===== src/rtl/mini68k_movem_seq.sv =====
// MOVEM sequencer: walks a register mask, moving one register per bus transfer via the single RF port.
// Latency: 2 cycles + per register (SCAN + MEM wait + WB on loads); waits indefinitely on mem_ack.
module mini68k_movem_seq (
    input  logic        clk,
    input  logic        rst_n,
    input  logic        start,
    input  logic [15:0] mask,
    input  logic        dir,
    input  logic        predec,
    input  logic        size,
    input  logic [31:0] base_addr,
    output logic        busy,
    output logic        done,
    output logic [31:0] final_addr,
    output logic [2:0]  rf_sel,
    output logic        rf_is_addr,
    output logic        rf_we,
    output logic [31:0] rf_wdata,
    input  logic [31:0] rf_rdata,
    output logic        mem_req,
    output logic        mem_we,
    output logic [31:0] mem_addr,
    output logic [31:0] mem_wdata,
    input  logic        mem_ack,
    input  logic [31:0] mem_rdata
);

    typedef enum logic [2:0] {
        IDLE = 3'd0,
        SCAN = 3'd1,
        MEM  = 3'd2,
        WB   = 3'd3,
        DONE = 3'd4
    } state_t;

    state_t      state;
    logic [15:0] rem_mask;
    logic        dir_q;
    logic        pd_q;
    logic        size_q;
    logic [31:0] cur_addr;
    logic [3:0]  reg_idx;
    logic [31:0] load_data;
    logic [3:0]  low_idx;
    logic [31:0] step;

    // Priority encoder: lowest set bit of the remaining mask.
    always_comb begin
        low_idx = 4'd0;
        for (int i = 15; i >= 0; i--) begin
            if (rem_mask[i]) begin
                low_idx = 4'(i);
            end
        end
    end

    assign step = size_q ? 32'd4 : 32'd2;

    always_ff @(posedge clk or negedge rst_n) begin
        if (!rst_n) begin
            state     <= IDLE;
            rem_mask  <= '0;
            dir_q     <= 1'b0;
            pd_q      <= 1'b0;
            size_q    <= 1'b0;
            cur_addr  <= '0;
            reg_idx   <= '0;
            load_data <= '0;
            busy      <= 1'b0;
            done      <= 1'b0;
            mem_req   <= 1'b0;
            mem_we    <= 1'b0;
            rf_we     <= 1'b0;
        end else begin
            case (state)
                IDLE: begin
                    if (start) begin
                        rem_mask <= mask;
                        dir_q    <= dir;
                        pd_q     <= predec & ~dir;
                        size_q   <= size;
                        cur_addr <= base_addr;
                        busy     <= 1'b1;
                        state    <= SCAN;
                    end
                end
                SCAN: begin
                    if (rem_mask != 16'h0) begin
                        rem_mask <= rem_mask & ~(16'h1 << low_idx);
                        // Predecrement masks are bit-reversed: bit i names register 15-i.
                        reg_idx  <= pd_q ? (4'd15 - low_idx) : low_idx;
                        if (pd_q) begin
                            cur_addr <= cur_addr - step;
                        end
                        mem_req  <= 1'b1;
                        mem_we   <= ~dir_q;
                        state    <= MEM;
                    end else begin
                        done  <= 1'b1;
                        state <= DONE;
                    end
                end
                MEM: begin
                    if (mem_ack) begin
                        mem_req <= 1'b0;
                        mem_we  <= 1'b0;
                        if (dir_q) begin
                            load_data <= size_q ? mem_rdata
                                                : {{16{mem_rdata[15]}}, mem_rdata[15:0]};
                            rf_we     <= 1'b1;
                            state     <= WB;
                        end else begin
                            if (!pd_q) begin
                                cur_addr <= cur_addr + step;
                            end
                            state <= SCAN;
                        end
                    end
                end
                WB: begin
                    rf_we    <= 1'b0;
                    cur_addr <= cur_addr + step;
                    state    <= SCAN;
                end
                DONE: begin
                    done  <= 1'b0;
                    busy  <= 1'b0;
                    state <= IDLE;
                end
                default: begin
                    state <= IDLE;
                end
            endcase
        end
    end

    assign rf_sel     = reg_idx[2:0];
    assign rf_is_addr = reg_idx[3];
    assign rf_wdata   = load_data;
    assign final_addr = cur_addr;
    assign mem_addr   = cur_addr;
    // Store data comes straight from the combinational RF read; zero outside a store cycle.
    assign mem_wdata  = (mem_req && mem_we)
                        ? (size_q ? rf_rdata : {16'h0, rf_rdata[15:0]})
                        : 32'h0;

endmodule


===== config.mk =====
export PLATFORM = sky130hd
export DESIGN_NAME = mini68k_movem_seq
export DESIGN_NICKNAME = d
export VERILOG_FILES = /design/src/rtl/mini68k_movem_seq.sv
export SDC_FILE = /design/constraint.sdc
export NUM_CORES = 1
export LEC_CHECK = 0
export CORE_AREA = 2 2 113 126
export CTS_CLUSTER_DIAMETER = 150
export DETAILED_ROUTE_END_ITERATION = 10
export DIE_AREA = 0 0 115 128
export PLACE_DENSITY = 0.86
export SETUP_SLACK_MARGIN = 0.02
export SLEW_MARGIN = 20
export SYNTH_ARGS = -nofsm -noshare
export SYNTH_HDL_FRONTEND = slang
export SYNTH_SLANG_ARGS = --single-unit

===== constraint.sdc =====
create_clock -name clk -period 11.7 [get_ports clk]
set_clock_uncertainty 0.2 [all_clocks]
set_input_delay 1.755 -clock clk [delete_from_list [all_inputs] [get_ports clk]]
set_output_delay 1.755 -clock clk [all_outputs]
set_load 0.02 [all_outputs]

After elaboration in Yosys (flattened, before gate mapping)
Cells that the tools add are included.
{"block": "op_classes", "n_addsub": 3, "n_mul": 0, "div": 0, "magnitude_cmp": 0, "eq_ne": 12, "n_shift": 1, "muxes": 48, "n_bitwise": 5, "reduce_logical": 19}
{"cell": "$mux 32", "n": 9}
{"cell": "$pmux 32 s4", "n": 1}
{"cell": "$mux 4", "n": 17}
{"cell": "$add 32x3->32", "n": 1}
{"cell": "$mux 16", "n": 2}
{"cell": "$pmux 16 s2", "n": 1}
{"cell": "$sub 32x3->32", "n": 1}
{"cell": "$and 16x16->16", "n": 1}
{"cell": "$ne 2x2->1 const B", "n": 8}
{"cell": "$not 16->16", "n": 1}
{"cell": "$reduce_bool 16->1", "n": 1}
{"cell": "$shl 1x4->16 const A", "n": 1}
{"cell": "$mux 3", "n": 4}
{"cell": "$pmux 3 s4", "n": 1}
{"cell": "$reduce_and 3->1", "n": 4}
{"cell": "$pmux 1 s2", "n": 5}
{"cell": "$reduce_and 2->1", "n": 5}
{"cell": "$reduce_bool 2->1", "n": 5}
{"cell": "$mux 1", "n": 7}
{"cell": "$reduce_and 7->1", "n": 1}
{"cell": "$eq 3x2->1 const B", "n": 2}
{"cell": "$reduce_bool 4->1", "n": 1}
{"cell": "$sub 4x4->4 const A", "n": 1}
{"cell": "$eq 3x1->1 const B", "n": 1}
{"cell": "other kinds (6)", "n": 7}
{"block": "totals", "register_bits": 95, "latchBits": 0, "mem_bits_rw": 0, "rom_bits": 0, "inputBits": 119, "out_inout_bits": 137, "word_cells": 101, "mem_count": 0}

Logic depth before layout (Yosys ltp)
{"block": "depth", "ltp_word": 21, "ltp_mapped": 15}

Least setup slack after synthesis
No wires, ideal clock.
{"block": "synth_timing", "path_kind": "input to output", "startpoint": "in rf_rdata[0]", "endpoint": "out mem_wdata[0]", "t_arrival_ps": 2008, "t_required_ps": 9745, "path_slack_ps": 7737, "path_stages": 1, "path_cell_list": "and3_1"}
{"block": "synth_via", "elab_chain_cells": 2}
{"element": "start, declared", "line_no": "19", "text": "input logic [31:0] rf_rdata,"}
{"element": "$mux 32 (2 in series)", "line_no": "144", "text": "? (size_q ? rf_rdata : {16'h0, rf_rdata[15:0]})"}
{"element": "end, declared", "line_no": "23", "text": "output logic [31:0] mem_wdata,"}
No other way between the ends.

Worst setup path in the final report
{"block": "layout_timing", "startpoint": "in rf_rdata[16]", "endpoint": "out mem_wdata[16]"}
Same word-level chain as after synthesis.

==> run_results.csv <==
group,metric,value,unit
status,status,"finished clean",
setup_path,path_depth,3,
route,wirelength,18.40,mm
power_and_ir_drop,netSwitchingPower,1.535,mW
clock_network,cts_buffer_depth,2,
yosys,avgSynthCellArea,8.478,µm²
placement,placed_cells,1100,
die,dieArea,0.01472,mm²
sta,timing.slew.headroom,31.81,%
route,vias_per_cell,5.535,
sta,setup_slack,6.710,ns
clock_network,clk_pin_slew,0.06,ns
setup_path,path_buf_inv,2,
placement,io_buffer_count,255,
route,wl_per_cell,16.50,µm
route,drtIter0Drc,345,
setup_path,cp_top_family,"buffers and inverters",
sta,slew_violations,0,
hold_path,hold_start,"rf_wdata[31]$_DFFE_PN0P_",
die,core_area,0.01351,mm²
yosys,ys_top_cells_by_count,"nand2_1, dfrtp_1, a21oi_1",
route,drt_pass1_iterations,5,
yosys,synth_edf_count,0,
clock_network,post_cts_resize_count,0,
cells_and_area,final_nets,1097,
hold_path,hold_class,"reg2reg",
grt,grt_pass1_wl,28.86,mm
cells_and_area,postLayoutCellArea,0.008992,mm²
grt,grt_max_degree,50,
power_and_ir_drop,power.internal,1.655,mW
sta,fin_crit,4.990,ns
grt,gr-usage-all-layers,24.95,%
power_and_ir_drop,p_comb_share,70.2,%
flow_run,maxCapViolCount,0,
setup_path,r2r-start,"size_q$_DFFE_PN0P_",
setup_path,worstSetupStartpointType,"primary input",
yosys,synthesis.nets,894,
power_and_ir_drop,finalPower,3.190,mW
setup_path,crit_fanout,1,
power_and_ir_drop,p_clk_share,9.2,%
sta,hold_violations,0,
power_and_ir_drop,max-vdd-ir-drop,229.1,µV
setup_path,cpMaxStageDelayCell,"clkdlybuf4s50_1",
sta,setup-tns-final,0,ns
setup_path,slowest_delay,0.60,ns
setup_path,r2r_slack,7.41,ns
yosys,synthTopCellsByArea,"dfrtp_1, a21oi_1, nand2_1",
placement,dp_slack,6.691,ns
cells_and_area,final_cells,1115,
sta,fmax,200.4,MHz
sta,setup_viol,0,
die,die_height,128,µm
setup_path,path_common_cell,"clkdlybuf4s50_1",
grt,antenna_found_initial,0,
route,via_count,6171,
setup_path,cp-end-kind,"primary output",
clock_network,clk_latency,0.35,ns
yosys,yosys_register_bits,95,
clock_network,hold_buffers,0,
grt,grt_overflow,0,
placement,routabilityCongestion,0.8954,
placement,dpl_cell_area,0.008708,mm²
die,ios,256,
route,drcViolationCount,0,
placement,hpwlAfterDp,13.72,mm
yosys,synth-async-reset-ratio,100.0,%
die,die_w,115,µm
cells_and_area,diodes,0,
clock_network,clock_sinks,95,
hold_path,whs_path_depth,2,
setup_path,cp.required,9.75,ns
power_and_ir_drop,power_density,354.8,mW/mm²
yosys,synth_flop_cell,"dfrtp_1",
yosys,yosysSeqAreaShare,37.69,%
power_and_ir_drop,switching_share,48.11,%
die,start_util,46.68,%
setup_path,criticalPathCategory,"in2out",
grt,grt_pass1_vias,5895,
setup_path,reg2reg_depth,12,
die,std_cell_rows,45,
yosys,synth_cell_type_count,61,
route,detail-route-antenna-nets,0,
clock_network,cts_root_buffer,"clkbuf_16",
setup_path,startpoint,"rf_rdata[16]",
cells_and_area,drive_gt1_share,5.573,%
yosys,syn_inst,744,
yosys,yosysTopAreaCell,"dfrtp_1",
yosys,ys_warn_count,0,
yosys,syn_area,0.006307,mm²
sta,rsz0062_at_grt,"no",
hold_path,min_to,"rf_wdata[31]$_DFFE_PN0P_",
clock_network,cts_buffers,9,
cells_and_area,syn2layout_area_growth,42.57,%
sta,finalCritPeriodShare,42.65,%
clock_network,postCtsSetupBuffers,0,
sta,max_slew.worst_pin.slew,1.022,ns
power_and_ir_drop,p_leak,3.914,nW
setup_path,reg2reg_to,"final_addr[31]$_DFFE_PN0P_",
cells_and_area,fillerInstances,1109,
clock_network,htree_levels,3,
yosys,synth_most_common_cell,"nand2_1",
setup_path,crit_arrival,3.03,ns
clock_network,cts_tree,"yes",
setup_path,path_cells,"clkdlybuf4s50_1 > and3_1 > clkdlybuf4s50_1",
power_and_ir_drop,power_frac_seq,20.6,%
yosys,synth_top_cell_area_share,37.69,%
[power groups by stage]
stage	registers (mW)	clock network [mW]	logic (mW)
floorplan	0.754	0	1.46
global placement	0.651	0	2.18
detailed placement	0.661	0	2.23
CTS	0.656	0.298	2.24
global route	0.684	0.310	2.47
finish	0.658	0.293	2.24
[cells by family (layout without fill, tap and decap cells)]
family          Yosys count  after routing  share of synthesized area, %
mux                      21             21                         3.650
simple gates            261            261                         19.66
buf+inv                  81            288                         7.141
flops                    95             95                         37.69
compound gates          229            229                         21.98
xor+xnor                 26             26                         3.610
fa+ha+maj                31             31                         6.269
[sequential cells by signal (all words and copies together), names as in the netlist]
signal      cells
reg_idx         4
rem_mask       16
state           3
size_q          1
dir_q           1
mem_req         1
busy            1
rf_wdata       32
done            1
mem_we          1
rf_we           1
final_addr     32
pd_q            1
[placed cells by master, fill, tap and decap left out, types with 10 or more instances in the layout]
master / count
clkdlybuf4s50_1: 254
o21ai_0: 59
mux2_2: 16
inv_1: 12
xnor2_1: 18
dfrtp_1: 95
and3_1: 38
o211ai_1: 10
a21o_1: 18
a21oi_1: 79
ha_1: 30
nand3_1: 11
nor2_1: 60
nand2_1: 103
[layer usage]
layer	global-route usage, %	share of wire [%]	vias up
met5	0	0	-
met4	10.56	3.3	0
met3	5.485	7.1	42
met2	43.98	50	244
met1	29.06	40	2862
li1	-	-	3023
[worst reg2reg max path: stages, from the launching register on]
cell and delay [ns]:
dfrtp_1 0.96, inv_1 0.25, ha_1 0.30, fa_1 0.43
a211o_1 0.29, a211o_1 0.29, o211ai_1 0.31, nand2_1 0.09
o21a_1 0.24, a211o_1 0.32, xnor2_1 0.14, a32o_1 0.27
a21oi_1 0.13
[how the worst max path moves through the flow]
stage,end,slack [ns]
2_1_floorplan,mem_wdata[0],7.74
3_3_place_gp,mem_wdata[16],6.69
3_5_place_dp,mem_wdata[16],6.69
4_1_cts,mem_wdata[16],6.69
5_1_grt,mem_wdata[16],6.67
6_report,mem_wdata[16],6.71
[per-stage QoR]
step / hold WS, ns / util (%)
2_1_floorplan: 0.2482 / -
3_3_place_gp: 0.2642 / 64.44
3_5_place_dp: 0.2722 / 64.44
4_1_cts: 0.2869 / 66.53
5_1_grt: 0.3174 / 66.55
6_report: 0.2844 / 66.55
[cell type report]
class | instances | area [µm²] | area share [%]
multi-input cells | 568 | 3488 | 38.79
repair buffers | 261 | 2595 | 28.86
flip-flops and latches | 95 | 2377 | 26.44
clock buffers | 12 | 236.5 | 2.630
well taps | 164 | 205.2 | 2.282
clock inverters | 3 | 45.04 | 0.5009
inverters | 12 | 45.04 | 0.5009
No activity file was read; power rests on OpenSTA's default activity.
